### src/rtl/alu_result_fifo.sv
// alu_result_fifo: buffers ALU results with {C,N,Z} status flags in a small
// first-word-fall-through FIFO. The ALU cannot be stalled, so results that
// arrive while the FIFO is full are dropped and counted.
module alu_result_fifo #(
  parameter int unsigned DEPTH  = 4,
  parameter int unsigned ADDR_W = 2
) (
  input  logic              clk,
  input  logic              rst,
  input  logic [7:0]        in_data,
  input  logic              in_carry,
  input  logic              in_valid,
  output logic [7:0]        out_data,
  output logic [2:0]        out_flags,
  output logic              out_valid,
  input  logic              out_ready,
  output logic [ADDR_W:0]   count,
  output logic              full,
  output logic              empty,
  output logic              overflow,
  output logic [7:0]        drop_cnt,
  input  logic              clr_ovf
);

  localparam logic [ADDR_W:0] FULL_CNT = (ADDR_W + 1)'(DEPTH);

  // Each entry is {C, N, Z, data[7:0]}.
  logic [10:0]       mem [DEPTH];
  logic [ADDR_W-1:0] rd_ptr;
  logic [ADDR_W-1:0] wr_ptr;
  logic [10:0]       head;
  logic [2:0]        in_flags;
  logic              push;
  logic              pop;
  logic              drop;

  // Status, handshake decode and head-entry presentation.
  always_comb begin
    full      = (count == FULL_CNT);
    empty     = (count == '0);
    out_valid = !empty;
    pop       = out_valid && out_ready;
    // A full FIFO still accepts a result when the head leaves in the same cycle.
    push      = in_valid && (!full || pop);
    drop      = in_valid && full && !pop;
    in_flags  = {in_carry, in_data[7], (in_data == 8'h00)};
    head      = mem[rd_ptr];
    out_data  = empty ? '0 : head[7:0];
    out_flags = empty ? '0 : head[10:8];
  end

  // Storage write; the array itself is intentionally not reset.
  always_ff @(posedge clk) begin
    if (push) begin
      mem[wr_ptr] <= {in_flags, in_data};
    end
  end

  // Pointers and occupancy; pointers wrap naturally, full/empty come from count.
  always_ff @(posedge clk or posedge rst) begin
    if (rst) begin
      rd_ptr <= '0;
      wr_ptr <= '0;
      count  <= '0;
    end else begin
      if (push) begin
        wr_ptr <= wr_ptr + 1'b1;
      end
      if (pop) begin
        rd_ptr <= rd_ptr + 1'b1;
      end
      unique case ({push, pop})
        2'b10:   count <= count + 1'b1;
        2'b01:   count <= count - 1'b1;
        default: count <= count;
      endcase
    end
  end

  // Sticky overflow and saturating drop counter; a drop beats a same-cycle clear.
  always_ff @(posedge clk or posedge rst) begin
    if (rst) begin
      overflow <= 1'b0;
      drop_cnt <= '0;
    end else if (drop) begin
      overflow <= 1'b1;
      if (clr_ovf) begin
        drop_cnt <= 8'd1;
      end else if (drop_cnt != 8'hFF) begin
        drop_cnt <= drop_cnt + 1'b1;
      end
    end else if (clr_ovf) begin
      overflow <= 1'b0;
      drop_cnt <= '0;
    end
  end

endmodule
### config.mk
export PLATFORM = sky130hd
export DESIGN_NAME = alu_result_fifo
export DESIGN_NICKNAME = d
export VERILOG_FILES = /design/src/rtl/alu_result_fifo.sv
export SDC_FILE = /design/constraint.sdc
export NUM_CORES = 1
export LEC_CHECK = 0
export BUFFER_PORTS_ARGS = -buffer_cell sky130_fd_sc_hd__buf_2
export CORE_MARGIN = 2
export CORE_UTILIZATION = 35
export CTS_BUF_LIST = sky130_fd_sc_hd__clkbuf_8
export CTS_CLUSTER_SIZE = 40
export DETAILED_ROUTE_END_ITERATION = 8
export GPL_TIMING_DRIVEN = 1
export PLACE_DENSITY_LB_ADDON = 0.25
export RECOVER_POWER = 50
export SYNTH_ARGS = -nofsm -noshare
export SYNTH_HDL_FRONTEND = slang
export SYNTH_SLANG_ARGS = --single-unit
### constraint.sdc
create_clock -name clk -period 7.81 [get_ports clk]
set_clock_uncertainty 0.05 [all_clocks]
set_input_delay 1.1715 -clock clk [delete_from_list [all_inputs] [get_ports clk]]
set_output_delay 1.1715 -clock clk [all_outputs]
set_load 0.05 [all_outputs]
==> results_dict.tcl, run 1 <==
set metrics [dict create \
    hp-class "reg -> reg" \
    worstRegToRegCells 9 \
    antenna_cells 0 \
    cts-htree-levels 2 \
    areaGrowthSynthToFinish_pct 14.1 \
    multi_input_comb_area_um2 776 \
    cp_slowest_cell "nor4b_1" \
    p_per_area_mw_per_mm2 387 \
    fmax_mhz 275 \
    io_pins 40 \
    cap_viol_max_count 0 \
    rows 30 \
    ant_nets 0 \
    synth_cell_type_count 38 \
    clk_pin_slew_ps 90 \
    synth-simple-area-share_pct 12.8 \
    synth-xor-area-share_pct 2.13 \
    post-route-period-util_pct 46.6 \
    cts.path.max_buffers 2 \
    drc 0 \
    whs_endpoint "count[2]$_DFFE_PP0P_" \
    drive_above_1_share_pct 25.1 \
    grt_pass1_vias 1375 \
    grt_first_pass_wirelength_um 7220 \
    synth_area_per_cell_um2 15.2 \
    worst_slew_pin_slew_ps 1420 \
    status "complete, no violations" \
    rsz0062_at_grt "no" \
    cts_resized 0 \
    seq_area_frac_synth_pct 64.9 \
    cts_hold_buf 0 \
    crit_buf_inv 3 \
    postCtsSetupBuffers 0 \
    synth_area_mm2 0.00247 \
    root_buffer "clkbuf_8" \
    place.port_buffers 39 \
    n_fill_cell 627 \
    layout.cells.most_common "edfxtp_1" \
    reg2reg_from "count[0]$_DFFE_PP0P_" \
    max-slew-margin-rel_pct 3.97 \
    cp_max_fo 8 \
    seq_area_mm2 0.00160 \
    die_w_um 87.9 \
    cts.sinks 56 \
    start_util_pct 36.3 \
    report.final.hold_viol_count 0 \
    place_congestion 0.753 \
    dieArea_mm2 0.00773 \
    grt_usage_pct 12.7 \
    place_hpwl_um 3070 \
    drt_iter0_markers 47 \
    crit_required_ps 7990 \
    slew_violations 0 \
    die-height_um 87.9 \
    yosysWarnings 0 \
    path_delay_family "simple AND/OR/NAND/NOR gates" \
    totalWireLength_um 4460 \
    numCtsBuffers 5 \
    reg2reg_to "count[2]$_DFFE_PP0P_" \
    overflow 0 \
    layout_common_cells "edfxtp_1 (40), buf_2 (27), dfrtp_1 (16)" \
    cp-start-kind "input pin" \
    core-area_mm2 0.00679 \
    vias 1424 \
    synthCells 162 \
    dr.pass1.iters 4 \
    period_needed_ps 3640 \
    synth_nets 183 \
    cts_tree "yes" \
    worstSkewPairLatency_ps 310 \
    worst_hold_slack_ps 504 \
    grt_max_degree 19 \
    worstPathCellList "clkbuf_1, nor4b_1, and2b_1, inv_1, ha_1, inv_1, fa_1, xor2_1, nor2_1, xor2_1" \
    synth.area.mux_share_pct 10.4 \
    synth_top_family_by_area "simple AND/OR/NAND/NOR gates" \
    nets 223 \
    leakagePower_uw 0.00107 \
    synthAdderAreaFrac_pct 3.86 \
    synth_seq_cells 56 \
    max_stage_delay_ps 1120 \
    antenna_found_initial 0 \
    cp.depth 10 \
    end_kind "flip-flop" \
    hold_depth 1 \
    arrival_ps 3820 \
    finalSetupViolations 0 \
    hp-start "count[2]$_DFFE_PP0P_" \
    routedWlPerCell_um 14.9 \
    path_class "in -> reg" \
    synth_compound_area_share_pct 2.94 \
    r2r_slack_ps 4600 \
    vias_per_cell 4.76 \
    setup-tns-final_ps 0 \
    max-vdd-ir-drop_mv 0.150 \
]
==> layout make-up <==
class / instances / area share, %
Timing Repair Buffer: 39 / 6.41
Clock buffer: 5 / 2.45
Inverter: 12 / 1.60
Multi-Input combinational cell: 88 / 27.6
Sequential cell: 56 / 56.9
Clock inverter: 3 / 0.756
Tap cell: 96 / 4.27
==> cell usage after synthesis <==
cell type | count | area (µm²)
nor3_1 | 4 | 20.0
dfrtp_1 | 16 | 400
o211ai_1 | 1 | 7.51
nand3_1 | 5 | 25.0
buf_1 | 1 | 3.75
edfxtp_1 | 40 | 1200
and3_1 | 2 | 12.5
and4_1 | 1 | 8.76
nand2b_1 | 1 | 6.26
nand2_4 | 1 | 11.3
buf_2 | 1 | 5.00
and2_1 | 12 | 75.1
nand4_1 | 3 | 18.8
and2b_2 | 1 | 8.76
a31oi_1 | 1 | 6.26
o21a_1 | 1 | 7.51
ha_1 | 6 | 75.1
and2_2 | 4 | 30.0
o311ai_0 | 1 | 8.76
fa_1 | 1 | 20.0
or3_1 | 1 | 6.26
clkbuf_1 | 3 | 11.3
nand2_1 | 4 | 15.0
or4_1 | 2 | 15.0
nor4_1 | 1 | 6.26
a211oi_1 | 1 | 7.51
or3_2 | 1 | 7.51
nor4b_4 | 1 | 23.8
nand3b_1 | 1 | 7.51
mux2i_1 | 3 | 30.0
a21oi_1 | 2 | 10.0
inv_1 | 12 | 45.0
xnor2_1 | 3 | 26.3
xor2_1 | 3 | 26.3
nor2_1 | 5 | 18.8
mux4_2 | 10 | 225
o21ai_0 | 5 | 25.0
buf_4 | 1 | 7.51
==> metrics by stage <==
step / instances / cell area, µm² / power, µW / utilization [%] / worst slack [ps]
6_report: 299 / 2810 / 1090 / 41.4 / 4170
5_1_grt: 299 / 2810 / 1150 / 41.4 / 3930
4_1_cts: 299 / 2840 / 1110 / 41.9 / 4420
3_5_place_dp: 291 / 2750 / 953 / 40.5 / 4500
3_3_place_gp: 291 / 2750 / 947 / 40.5 / 4560
2_1_floorplan: 162 / 2470 / 844 / - / 4230
==> power breakdown <==
group | internal (µW) | total [µW] | switching, µW
combinational | 154 | 487 | 333
clock | 63.9 | 160 | 95.8
sequential | 386 | 442 | 56.4
==> flip-flops by register name (all words and copies together) (netlist names) <==
name and count:
count 3, overflow 1, rd_ptr 2, wr_ptr 2, mem 40, drop_cnt 8
==> how the worst max path moves through the flow <==
stage	endpoint	start
floorplan	out_flags[1]	count[0]$_DFFE_PP0P_
global placement	count[2]$_DFFE_PP0P_	out_ready
detailed placement	count[2]$_DFFE_PP0P_	out_ready
CTS	out_flags[2]	rd_ptr[0]$_DFFE_PP0P_
global route	count[2]$_DFFE_PP0P_	out_ready
finish	count[2]$_DFFE_PP0P_	out_ready
==> logic make-up after synthesis <==
logic type,after synthesis
compound gates,12
xor+xnor,6
fa+ha+maj,7
buf+inv,18
flops,56
mux,13
simple gates,50
==> layer usage <==
layer / track usage [%] / vias to the layer above / routed length [µm]
li1: - / 676 / -
met1: 16.7 / 715 / 2030
met2: 20.5 / 29 / 2180
met3: 3.49 / 4 / 190
met4: 4.20 / 0 / 65
met5: 0 / - / 0
Note: power is estimated with default switching activity, not from simulation.
==> run 2: changes to the inputs <==
Settings changed: ABC_AREA from default to 1.
Clock period 7.81 ns to 3.3 ns, I/O delays scaled along.
==> results_dict.tcl, run 2 <==
set metrics [dict create \
    totalWireLength_um 5070 \
    synth_top_family_by_area "simple AND/OR/NAND/NOR gates" \
    grt_usage_pct 13.1 \
    multi_input_comb_area_um2 815 \
    n_fill_cell 744 \
    antenna_found_initial 0 \
    cts_tree "yes" \
    ant_nets 0 \
    synth_area_per_cell_um2 10.6 \
    synthAdderAreaFrac_pct 3.66 \
    p_per_area_mw_per_mm2 927 \
    cts.path.max_buffers 2 \
    setup-tns-final_ps 0 \
    yosysTopAreaCellShare_pct 46.3 \
    synth_top_area_cell "edfxtp_1" \
    grt_pass1_vias 1746 \
    max-slew-margin-rel_pct 32.8 \
    postCtsSetupBuffers 0 \
    seq_area_mm2 0.00160 \
    dr.pass1.iters 4 \
    path_class "reg -> out" \
    synth_most_common_cell "nor2_1" \
    vias_per_cell 4.58 \
    die-height_um 90.1 \
    layout.cells.most_common "nor2_1" \
    synthCells 246 \
    worst_slew_pin_slew_ps 1000 \
    hp-class "in -> async" \
    cts.sinks 56 \
    seq_area_frac_synth_pct 61.7 \
    max-vdd-ir-drop_mv 0.302 \
    crit_required_ps 2750 \
    synth_edf_count 40 \
    synth_area_mm2 0.00260 \
    synth-simple-area-share_pct 17.8 \
    slew_violations 0 \
    cts_hold_buf 0 \
    fmax_mhz 356 \
    place_hpwl_um 3470 \
    antenna_cells 0 \
    routedWlPerCell_um 13.1 \
    period_needed_ps 2810 \
    synth-xor-area-share_pct 2.36 \
    synth_cell_type_count 29 \
    cts_resized 0 \
    synth_seq_cells 56 \
    core-area_mm2 0.00721 \
    place_congestion 0.759 \
    rsz0062_at_grt "no" \
    grt_max_degree 24 \
    layout_common_cells "nor2_1 (49), edfxtp_1 (40), nand2_1 (33)" \
    rows 31 \
    io_pins 40 \
    place.port_buffers 39 \
    yosys-top-cells-area "edfxtp_1 (46%), dfrtp_1 (15%), nor2_1 (6.8%)" \
    synthArstFlopShare_pct 28.6 \
    worst_hold_slack_ps 204 \
    finalSetupViolations 0 \
    clk_pin_slew_ps 100 \
    post-route-period-util_pct 85.2 \
    synth_nets 267 \
    synth_common_cells "nor2_1 (47), edfxtp_1 (40), nand2_1 (31), inv_1 (24), o21ai_0 (22)" \
    yosysWarnings 0 \
    reg_top3 "mem x40, drop_cnt x8, count x3" \
    drc 0 \
    top_register "mem" \
    cap_viol_max_count 0 \
    numCtsBuffers 5 \
    largest_reg_flops 40 \
    cp_max_fo 23 \
    die_w_um 90.1 \
    arrival_ps 2270 \
    synth.area.mux_share_pct 0 \
    worstSkewPairLatency_ps 310 \
    status "complete, no violations" \
    leakagePower_uw 0.00118 \
    drt_iter0_markers 71 \
    root_buffer "clkbuf_8" \
    grt_first_pass_wirelength_um 8450 \
    areaGrowthSynthToFinish_pct 12.5 \
    drive_above_1_share_pct 16.0 \
    start_util_pct 36.0 \
    overflow 0 \
    synth_compound_area_share_pct 9.20 \
    cp-start-kind "flip-flop" \
    report.final.hold_viol_count 0 \
    cts-htree-levels 2 \
    dieArea_mm2 0.00812 \
    nets 307 \
    synthFlopType "edfxtp_1" \
    vias 1766 \
    end_kind "primary output" \
]
run 2: changes by cell type after synthesis, sizes merged, moves of 12 or more:
cell / before / now
a21oi: 2 / 14
inv: 12 / 25
nor2: 5 / 52
o21ai: 5 / 27
nand2: 5 / 35
and2: 16 / 1
run 2: path summary, 6_finish.rpt:
check                                            from                      end  slack [ps]  cells past startpoint
worst max-delay path            rd_ptr[0]$_DFFE_PP0P_              out_data[3]         490                      4
worst min-delay path                              rst  drop_cnt[0]$_DFFE_PP0P_         200                      2
worst max register to register   count[0]$_DFFE_PP0P_     count[2]$_DFFE_PP0P_        1000                      9
worst min register to register   overflow$_DFFE_PP0P_     overflow$_DFFE_PP0P_         460                      2
max in group asynchronous                         rst  drop_cnt[3]$_DFFE_PP0P_        2590                      2
min in group clk                              clr_ovf  drop_cnt[6]$_DFFE_PP0P_         390                      4
run 2: critical path, cell delays in order, from the launching register on:
cell and delay, ps:
dfrtp_1 830, inv_1 490, o21ai_0 310, a21oi_1 90, buf_2 230
run 2: area by class of cell:
class                      instances  share of cell area [%]
clock buffer                       5                    2.36
clock inverter                     3                   0.728
inverter                          25                    3.21
multi-input combinational        157                    27.9
sequential                        56                    54.8
tap                               99                    4.24
timing repair buffer              41                    6.77
run 2: metal layers:
layer	vias to the layer above	share of wire (%)	GRT usage, %
met5	-	0	0
met4	0	1.7	4.87
met3	6	2.4	2.77
met2	21	49	21.9
met1	846	46	16.8
li1	893	-	-
run 2: kinds of logic (layout without fill, tap and decap cells):
logic type / count (synthesis) / after routing
fa+ha+maj: 7 / 7
buf+inv: 33 / 74
simple gates: 100 / 100
flops: 56 / 56
xor+xnor: 7 / 7
compound gates: 43 / 43
run 2: power breakdown:
part           switching, µW  internal (µW)
sequential               123            910
combinational            999            305
clock                    222            151
total                   1340           1370
run 2: per-stage QoR:
stage                     power [µW]  utilization (%)  instances  cell area [µm²]  worst slack [ps]
after floorplan                 2100                -        246             2600               149
after CTS                       2770             41.3        386             2980               488
final                           2710             40.5        386             2920               488
after detailed placement        2390             40.0        378             2890               842
after global routing            2890             40.5        386             2920               310
after global placement          2380             40.0        378             2890               872
==> run 3: changes to the inputs <==
Settings changed: CORE_ASPECT_RATIO from default to 0.75.
==> results_dict.tcl, run 3 (same netlist as run 2, synthesis figures left out) <==
set metrics [dict create \
    cellInternalPower_uw 1380 \
    period_needed_ps 2470 \
    slew_violations 0 \
    overflow 0 \
    routedWlPerCell_um 13.4 \
    hp-class "in -> async" \
    antenna_cells 0 \
    cts-htree-levels 2 \
    fmax_mhz 405 \
    p_per_area_mw_per_mm2 923 \
    place_ws_ps 1100 \
    drive_above_1_share_pct 18.3 \
    rows 27 \
    leakagePower_uw 0.00120 \
    dieArea_mm2 0.00813 \
    fin_util_pct 40.8 \
    cp-start-kind "flip-flop" \
    root_buffer "clkbuf_8" \
    worst_slew_pin_slew_ps 665 \
    cts.sinks 56 \
    vias_per_cell 4.54 \
    status "complete, no violations" \
    die_w_um 103 \
    cp_max_fo 11 \
    grt_max_degree 23 \
    io_pins 40 \
    antenna_found_initial 0 \
    rsz0062_at_grt "no" \
    cts_resized 0 \
    worst_hold_slack_ps 204 \
    layout.cells.most_common "nor2_1" \
    grt_usage_pct 14.0 \
    finalSetupViolations 0 \
    power_frac_seq_pct 36.2 \
    die-height_um 78.6 \
    setup-tns-final_ps 0 \
    post-route-period-util_pct 74.8 \
    report.final.hold_viol_count 0 \
    postCtsSetupBuffers 0 \
    start_util_pct 35.7 \
    numCtsBuffers 5 \
    n_fill_cell 723 \
    sw_frac_of_total_pct 49.7 \
    ant_nets 0 \
    reg_top3 "mem x40, drop_cnt x8, count x3" \
    max-vdd-ir-drop_mv 0.375 \
    totalWireLength_um 5250 \
    comb_power_share_pct 49.8 \
    place_hpwl_um 3640 \
    clock_power_share_pct 14.0 \
    path_class "reg -> out" \
    arrival_ps 1920 \
    dpl.cell_count 383 \
    largest_reg_flops 40 \
    fin_ws_ps 831 \
    fin_cells 391 \
    max-slew-margin-rel_pct 55.7 \
    dr.pass1.iters 4 \
    top_register "mem" \
    layout_common_cells "nor2_1 (49), edfxtp_1 (40), nand2_1 (32)" \
    drt_iter0_markers 75 \
    drc 0 \
    worstSkewPairLatency_ps 310 \
    seq_area_mm2 0.00160 \
    nets 310 \
    end_kind "primary output" \
    place.port_buffers 39 \
    cap_viol_max_count 0 \
    cts_tree "yes" \
    grt_pass1_vias 1651 \
    cts.path.max_buffers 2 \
    grt_first_pass_wirelength_um 8510 \
    crit_required_ps 2750 \
    areaGrowthSynthToFinish_pct 14.2 \
    netSwitchingPower_uw 1360 \
    multi_input_comb_area_um2 841 \
    vias 1775 \
    cts_hold_buf 0 \
    core-area_mm2 0.00726 \
    clk_pin_slew_ps 100 \
    place_congestion 0.804 \
]
[run 3: cell types whose count changed in the layout (fill, tap and decap cells not counted)]
cell,change
clkbuf_1,+2
o21ai_0,-5
o21ai_2,+5
nand2_4,+1
buf_4,+1
nand2_1,-1
[run 3: per-layer routing]
metal	vias to the layer above	track usage, %	routed length [µm]
li1	901	-	-
met1	847	21.7	2830
met2	22	19.1	2230
met3	5	2.85	141
met4	0	5.13	51
met5	-	0	0
[run 3: cell type report]
type | count | share of cell area [%]
clock buffers | 5 | 2.32
clock inverters | 3 | 0.717
inverters | 25 | 3.16
multi-input cells | 157 | 28.4
flip-flops and latches | 56 | 54.0
well taps | 101 | 4.26
repair buffers | 44 | 7.17
[run 3: power by group through the flow]
stage	combinational [µW]	clock (µW)	sequential, µW
floorplan	1030	0	1070
global placement	1390	0	1010
detailed placement	1400	0	1010
CTS	1400	395	998
global route	1490	423	1010
finish	1360	382	990
[run 3: stage by stage]
stage,cell area (µm²),power [µW]
detailed placement,2910,2410
global route,2970,2920
finish,2970,2740
CTS,3000,2790
floorplan,2600,2100
global placement,2910,2400
[run 3: path summary, 6_finish.rpt]
check	cells past startpoint	from	endpoint	slack [ps]
setup / recovery	5	rd_ptr[1]$_DFFE_PP0P_	out_data[3]	830
hold / removal	2	rst	overflow$_DFFE_PP0P_	200
setup reg to reg	10	count[0]$_DFFE_PP0P_	count[2]$_DFFE_PP0P_	910
hold reg to reg	2	overflow$_DFFE_PP0P_	overflow$_DFFE_PP0P_	440
max in group asynchronous	2	rst	drop_cnt[3]$_DFFE_PP0P_	2580
min in group clk	4	clr_ovf	drop_cnt[6]$_DFFE_PP0P_	400
[run 3: critical path: stages (launching register included)]
cell     delay, ps
dfrtp_1        590
inv_1          310
nor2_1         160
o21ai_0         90
a21oi_1        180
buf_2          290
